==> config.mk <==
export PLATFORM = sky130hd
export DESIGN_NAME = vip_featuremap_pack3_writer_flat
export DESIGN_NICKNAME = d
export VERILOG_FILES = /design/src/rtl/vip_featuremap_pack3_writer_if.sv /design/src/rtl/vip_featuremap_pack3_writer.sv /design/src/flat_wrapper.sv
export SDC_FILE = /design/constraint.sdc
export NUM_CORES = 1
export LEC_CHECK = 0
export ABC_CLOCK_PERIOD_IN_PS = 2600
export CORE_MARGIN = 1
export CORE_UTILIZATION = 46
export DETAILED_ROUTE_END_ITERATION = 8
export PLACE_DENSITY_LB_ADDON = 0.08
export SLEW_MARGIN = 20
export SYNTH_ARGS = -nofsm -noshare
export SYNTH_HDL_FRONTEND = slang
export SYNTH_SLANG_ARGS = --single-unit
==> constraint.sdc <==
create_clock -name clock -period 2.6 [get_ports clock]
set_input_delay 0.52 -clock clock [delete_from_list [all_inputs] [get_ports clock]]
set_output_delay 0.52 -clock clock [all_outputs]
set_load 0.005 [all_outputs]
==> src/rtl/vip_featuremap_pack3_writer_if.sv <==
// Stream-in / FIFO-out bundle for the 3-channel pixel packer.
// The slave side is the packer. The master side is its environment, which owns the stream source and the FIFO.
interface vip_featuremap_pack3_writer_if #(
  parameter int DWIDTH = 32
);
  logic [DWIDTH-1:0]   s_data;
  logic                s_valid;
  logic                s_ready;
  logic [3*DWIDTH-1:0] ff_wdata;
  logic                ff_wrreq;
  logic                ff_full;

  modport master (output s_data, s_valid, ff_full, input s_ready, ff_wdata, ff_wrreq);
  modport slave  (input s_data, s_valid, ff_full, output s_ready, ff_wdata, ff_wrreq);
endinterface

==> src/rtl/vip_featuremap_pack3_writer.sv <==
// Packs three consecutive channel words into one pixel and writes it to the conv2d input FIFO.
// Each frame holds NPIX pixels and produces a single done pulse at its end.
module vip_featuremap_pack3_writer #(
  parameter int DWIDTH = 32,
  parameter int NPIX   = 12544
) (
  input  logic                        clock,
  input  logic                        reset,
  input  logic                        start,
  vip_featuremap_pack3_writer_if.slave bus,
  output logic                        busy,
  output logic                        done,
  output logic [13:0]                 pix_count
);

  localparam logic [1:0] IDLE    = 2'd0;
  localparam logic [1:0] COLLECT = 2'd1;
  localparam logic [1:0] PUSH    = 2'd2;
  localparam logic [1:0] DONE    = 2'd3;

  localparam logic [13:0] LAST_PIX = 14'(NPIX - 1);

  logic [1:0]          state;
  logic [1:0]          chan;
  logic [3*DWIDTH-1:0] wdata;
  logic                accept;
  logic                write;

  assign accept = (state == COLLECT) && bus.s_valid;
  // The write strobe is combinational on ff_full, so a full FIFO never sees a write.
  assign write  = (state == PUSH) && !bus.ff_full;

  assign bus.s_ready  = (state == COLLECT);
  assign bus.ff_wrreq = write;
  assign bus.ff_wdata = wdata;
  assign busy         = (state == COLLECT) || (state == PUSH);
  assign done         = (state == DONE);

  // NOTE: all state uses non-blocking assignments so every register samples pre-edge values.
  // NOTE: the pixel register is reset too, so ff_wdata reads zero while reset is asserted.
  always_ff @(posedge clock or negedge reset) begin
    if (!reset) begin
      state     <= IDLE;
      chan      <= 2'd0;
      wdata     <= '0;
      pix_count <= '0;
    end else begin
      case (state)
        IDLE: begin
          if (start) begin
            pix_count <= '0;
            chan      <= 2'd0;
            state     <= COLLECT;
          end
        end
        COLLECT: begin
          if (accept) begin
            case (chan)
              2'd0:    wdata[DWIDTH-1:0]          <= bus.s_data;
              2'd1:    wdata[2*DWIDTH-1:DWIDTH]   <= bus.s_data;
              default: wdata[3*DWIDTH-1:2*DWIDTH] <= bus.s_data;
            endcase
            if (chan == 2'd2) begin
              chan  <= 2'd0;
              state <= PUSH;
            end else begin
              chan <= chan + 2'd1;
            end
          end
        end
        PUSH: begin
          // Stalls here with wdata untouched until the FIFO has room.
          if (write) begin
            pix_count <= pix_count + 14'd1;
            state     <= (pix_count == LAST_PIX) ? DONE : COLLECT;
          end
        end
        DONE:    state <= IDLE;
        default: state <= IDLE;
      endcase
    end
  end

endmodule

==> src/flat_wrapper.sv <==
// flat-port wrapper written by rule: the top's interface ports become plain ports
module vip_featuremap_pack3_writer_flat 
#(
  parameter int DWIDTH = 32,
  parameter int NPIX   = 12544
)
  (clock, reset, start, busy, done, pix_count, bus_s_data, bus_s_valid, bus_ff_full, bus_s_ready, bus_ff_wdata, bus_ff_wrreq);
  vip_featuremap_pack3_writer_if #(.DWIDTH(DWIDTH)) bus_i ();
  input  logic clock;
  input  logic reset;
  input  logic start;
  output logic busy;
  output logic done;
  output logic [13:0] pix_count;
  input wire logic [$bits(bus_i.s_data)-1:0] bus_s_data;
  input wire logic [$bits(bus_i.s_valid)-1:0] bus_s_valid;
  input wire logic [$bits(bus_i.ff_full)-1:0] bus_ff_full;
  output wire logic [$bits(bus_i.s_ready)-1:0] bus_s_ready;
  output wire logic [$bits(bus_i.ff_wdata)-1:0] bus_ff_wdata;
  output wire logic [$bits(bus_i.ff_wrreq)-1:0] bus_ff_wrreq;
  assign bus_i.s_data = bus_s_data;
  assign bus_i.s_valid = bus_s_valid;
  assign bus_i.ff_full = bus_ff_full;
  assign bus_s_ready = bus_i.s_ready;
  assign bus_ff_wdata = bus_i.ff_wdata;
  assign bus_ff_wrreq = bus_i.ff_wrreq;
  vip_featuremap_pack3_writer #(.DWIDTH(DWIDTH), .NPIX(NPIX)) u_core (.clock(clock), .reset(reset), .start(start), .bus(bus_i), .busy(busy), .done(done), .pix_count(pix_count));
endmodule
==> flow_summary.ini, run 1 <==
[floorplanning]
die-area_um2 = 10600
chipWidth_um = 103
initial_core_util_pct = 47.7
die_height_um = 103
rows = 36
ios = 151
coreArea_um2 = 9820

[power_and_ir_drop]
p_leak_nw = 3.07
vdd_drop_max_mv = 0.567
power_density_nw_per_um2 = 1190

[sta]
max_freq_ghz = 0.407
max-slew-margin-rel_pct = 50.8
finalClockSkew_ns = 0.00619
maxSlewViolCount = 0
grt_setup_unrepaired = no
timing.final.ws_setup_ns = 0.145
hold_violations = 0
period_needed_ns = 2.46
fin_crit_sh_pct = 94.4
worst_pin_slew_ns = 0.739
fin_setup_tns_ns = 0
finalSetupViolations = 0

[route]
wirelength_um = 10800
via_per_inst = 5.20
first_pass_iters = 4
drt_iter0_markers = 78
met2_length_um = 5250
drc = 0
wl_met1_um = 4490
routed-via-count = 3341
antenna_left = 0
wl_met3_um = 951
routed.top_layer = met4
avgRoutedWirePerCell_um = 16.7

[synthesis]
synth_top_area_share_pct = 60.9
yosysSeqAreaShare_pct = 60.9
synth_fp_nets = 376
ys_ff_latch = 114
yosysTopAreaCell = dfrtp_1
netlist_instances = 334
synth_cell_types = 41
synth.top_cells.by_area = dfrtp_1 61%, mux2_2 23%, nand2_1 1.4%
synth_area_um2 = 4680
yosys_warnings = 0
avgSynthCellArea_um2 = 14.0

[grt]
grt_start_max_net_pins = 56
grtUsageTotal_pct = 21.1
grt_pass1_wl_um = 16600
overflow = 0
grt_pass1_vias = 3234
antenna_found_initial = 0

[clock_network]
clkTransAtPathRegs_ns = 0.05
numCtsBuffers = 17
cts-root-buf = clkbuf_8
htreeDepth = 4
insertion_delay_ns = 0.50
cts_tree = done
clkSinkCount = 114
clockBufferDepth = 2
holdBufCountCts = 0

[cells_and_area]
syn_to_final_growth_pct = 50.2
ff_latch_area_um2 = 2850
multi_input_area_um2 = 1770
fin_util_pct = 71.6
stdcell_count = 643
drive_gt1_share_pct = 28.4
antennaDiodeCount = 0
n_fill_cell = 710
layout.nets = 540

[place]
placed_cells = 612
place_congestion = 0.795
port_buffers = 150
hpwl_um = 7370
dp_slack_ns = 0.219

[critical_path]
cp.arrival_ns = 1.94
crit_type = register to output pin
crit_required_ns = 2.08
cp_slowest_cell = clkdlybuf4s50_1
cp-end-kind = output pin
cp_max_fo = 8
path_cells = inv_1 > ha_4 > nor2b_1 > clkdlybuf4s50_1
slowest_delay_ns = 0.51
worstSetupStartpointType = register

[run_status]
status = finished clean

[worst_hold_path]
hold_path_class = input pin to asynchronous set/reset pin

[run]
cap_violations = 0
-- final cells by class --
cell class	instances	area share (%)
clock buffers	21	6.39
clock inverters	10	2.24
inverters	5	0.267
multi-input cells	199	25.2
flip-flops and latches	114	40.6
well taps	133	2.37
repair buffers	161	23.0
-- what timing repair did --
| item | 4_1_cts | 5_1_grt |
|---|---|---|
| resized for setup | 1 | 1 |
| endpoints found under the setup margin | 1 | 1 |
| cloned | 0 | 0 |
| buffers inserted | 0 | 0 |
-- sequential cells by signal, summed over array words and instances, names as in the netlist --
register	flops
u_core.chan	2
u_core.bus.ff_wdata	96
u_core.state	2
u_core.pix_count	14
-- worst max-delay path: cells and delay by family, from the launching register on --
family | cells | cell delay (ns)
flops | 1 | 0.41
fa+ha+maj | 1 | 0.21
simple gates | 1 | 0.15
buf+inv | 2 | 0.67
-- layout by cell type, fill, tap and decap left out, drive strengths merged --
master,n
o211ai,3
mux2,97
dfrtp,114
o21a,1
o21ai,6
a221oi,1
inv,5
nand2,18
clkinv,6
nor3,3
nand3,9
bufinv,4
nor2,4
a22o,6
a21o,1
nor3b,2
buf,12
clkbuf,21
a221o,1
and3,1
or3,3
o22ai,1
clkdlybuf4s50,149
nand2b,6
ha,5
nor2b,2
mux2i,3
a31oi,1
nand3b,1
and2,1
nand4,3
a21oi,5
or2,3
o221ai,1
nand4b,1
or4,6
nor4,2
o31ai,2
-- logic make-up after synthesis --
| group | synth area share (%) |
|---|---|
| adder cells (fa/ha/maj) | 1.34 |
| multiplexers | 24.0 |
| flip-flops | 60.9 |
| buffers and inverters | 1.76 |
| AND/OR/NAND/NOR | 7.72 |
| AO/OA/AOI/OAI | 4.28 |
-- metrics by stage --
stage	hold WS [ns]	power [mW]	cell area, um2
finish	0.0888	8.38	7030
global route	0.124	8.87	7030
CTS	0.0957	8.47	7020
detailed placement	0.492	6.07	6410
global placement	0.487	5.96	6410
floorplan	0.224	4.12	4680
-- cells in the mapped netlist (all sizes together) --
| master | number |
|---|---|
| nor2b | 2 |
| mux2i | 3 |
| ha | 5 |
| nand3 | 9 |
| o211ai | 3 |
| nand2b | 6 |
| or2 | 3 |
| or3 | 3 |
| o31ai | 2 |
| nor3b | 2 |
| a22o | 6 |
| or4 | 6 |
| and3 | 1 |
| buf | 8 |
| nor3 | 3 |
| mux2 | 97 |
| nand3b | 1 |
| nor4 | 2 |
| a221oi | 1 |
| and2 | 1 |
| a21o | 1 |
| o221ai | 1 |
| a21oi | 5 |
| o22ai | 1 |
| a221o | 1 |
| dfrtp | 114 |
| inv | 5 |
| a31oi | 1 |
| clkbuf | 8 |
| nand4b | 1 |
| o21ai | 6 |
| nor2 | 4 |
| o21a | 1 |
| nand4 | 3 |
| nand2 | 18 |
-- layer usage --
layer / track usage (%) / vias up
li1: - / 1549
met1: 26.2 / 1668
met2: 33.9 / 118
met3: 9.02 / 6
met4: 5.53 / 0
met5: 0 / -
-- report_power, final --
part / total (mW) / leakage, nW / switching, mW / internal [mW]
registers: 2.94 / 1.45 / 0.431 / 2.51
clock network: 2.35 / 0.302 / 0.753 / 1.60
logic: 3.10 / 1.32 / 1.04 / 2.05
total: 8.38 / 3.07 / 2.23 / 6.16
-- worst paths after layout --
kind	from	endpoint	slack (ns)	depth (start not counted)
max in group asynchronous	reset	u_core.bus.ff_wdata[29]	1.90	2
worst max register to register	u_core.state[0]	u_core.pix_count[6]	0.42	6
worst max-delay path	u_core.state[0]	bus_ff_wrreq	0.14	4
worst min-delay path	reset	u_core.bus.ff_wdata[68]	0.09	1
worst min register to register	u_core.bus.ff_wdata[42]	u_core.bus.ff_wdata[42]	0.50	1
min in group clock	u_core.bus.ff_wdata[42]	u_core.bus.ff_wdata[42]	0.50	1
Power figures use the tool's default switching activity.
==> run 2, diff against run 1 <==
Settings changed: HOLD_SLACK_MARGIN from default to 0.02, TNS_END_PERCENT from default to 20.
==> results of run 2 <==
Final layout, timing and power as in run 1 (identical DEF).
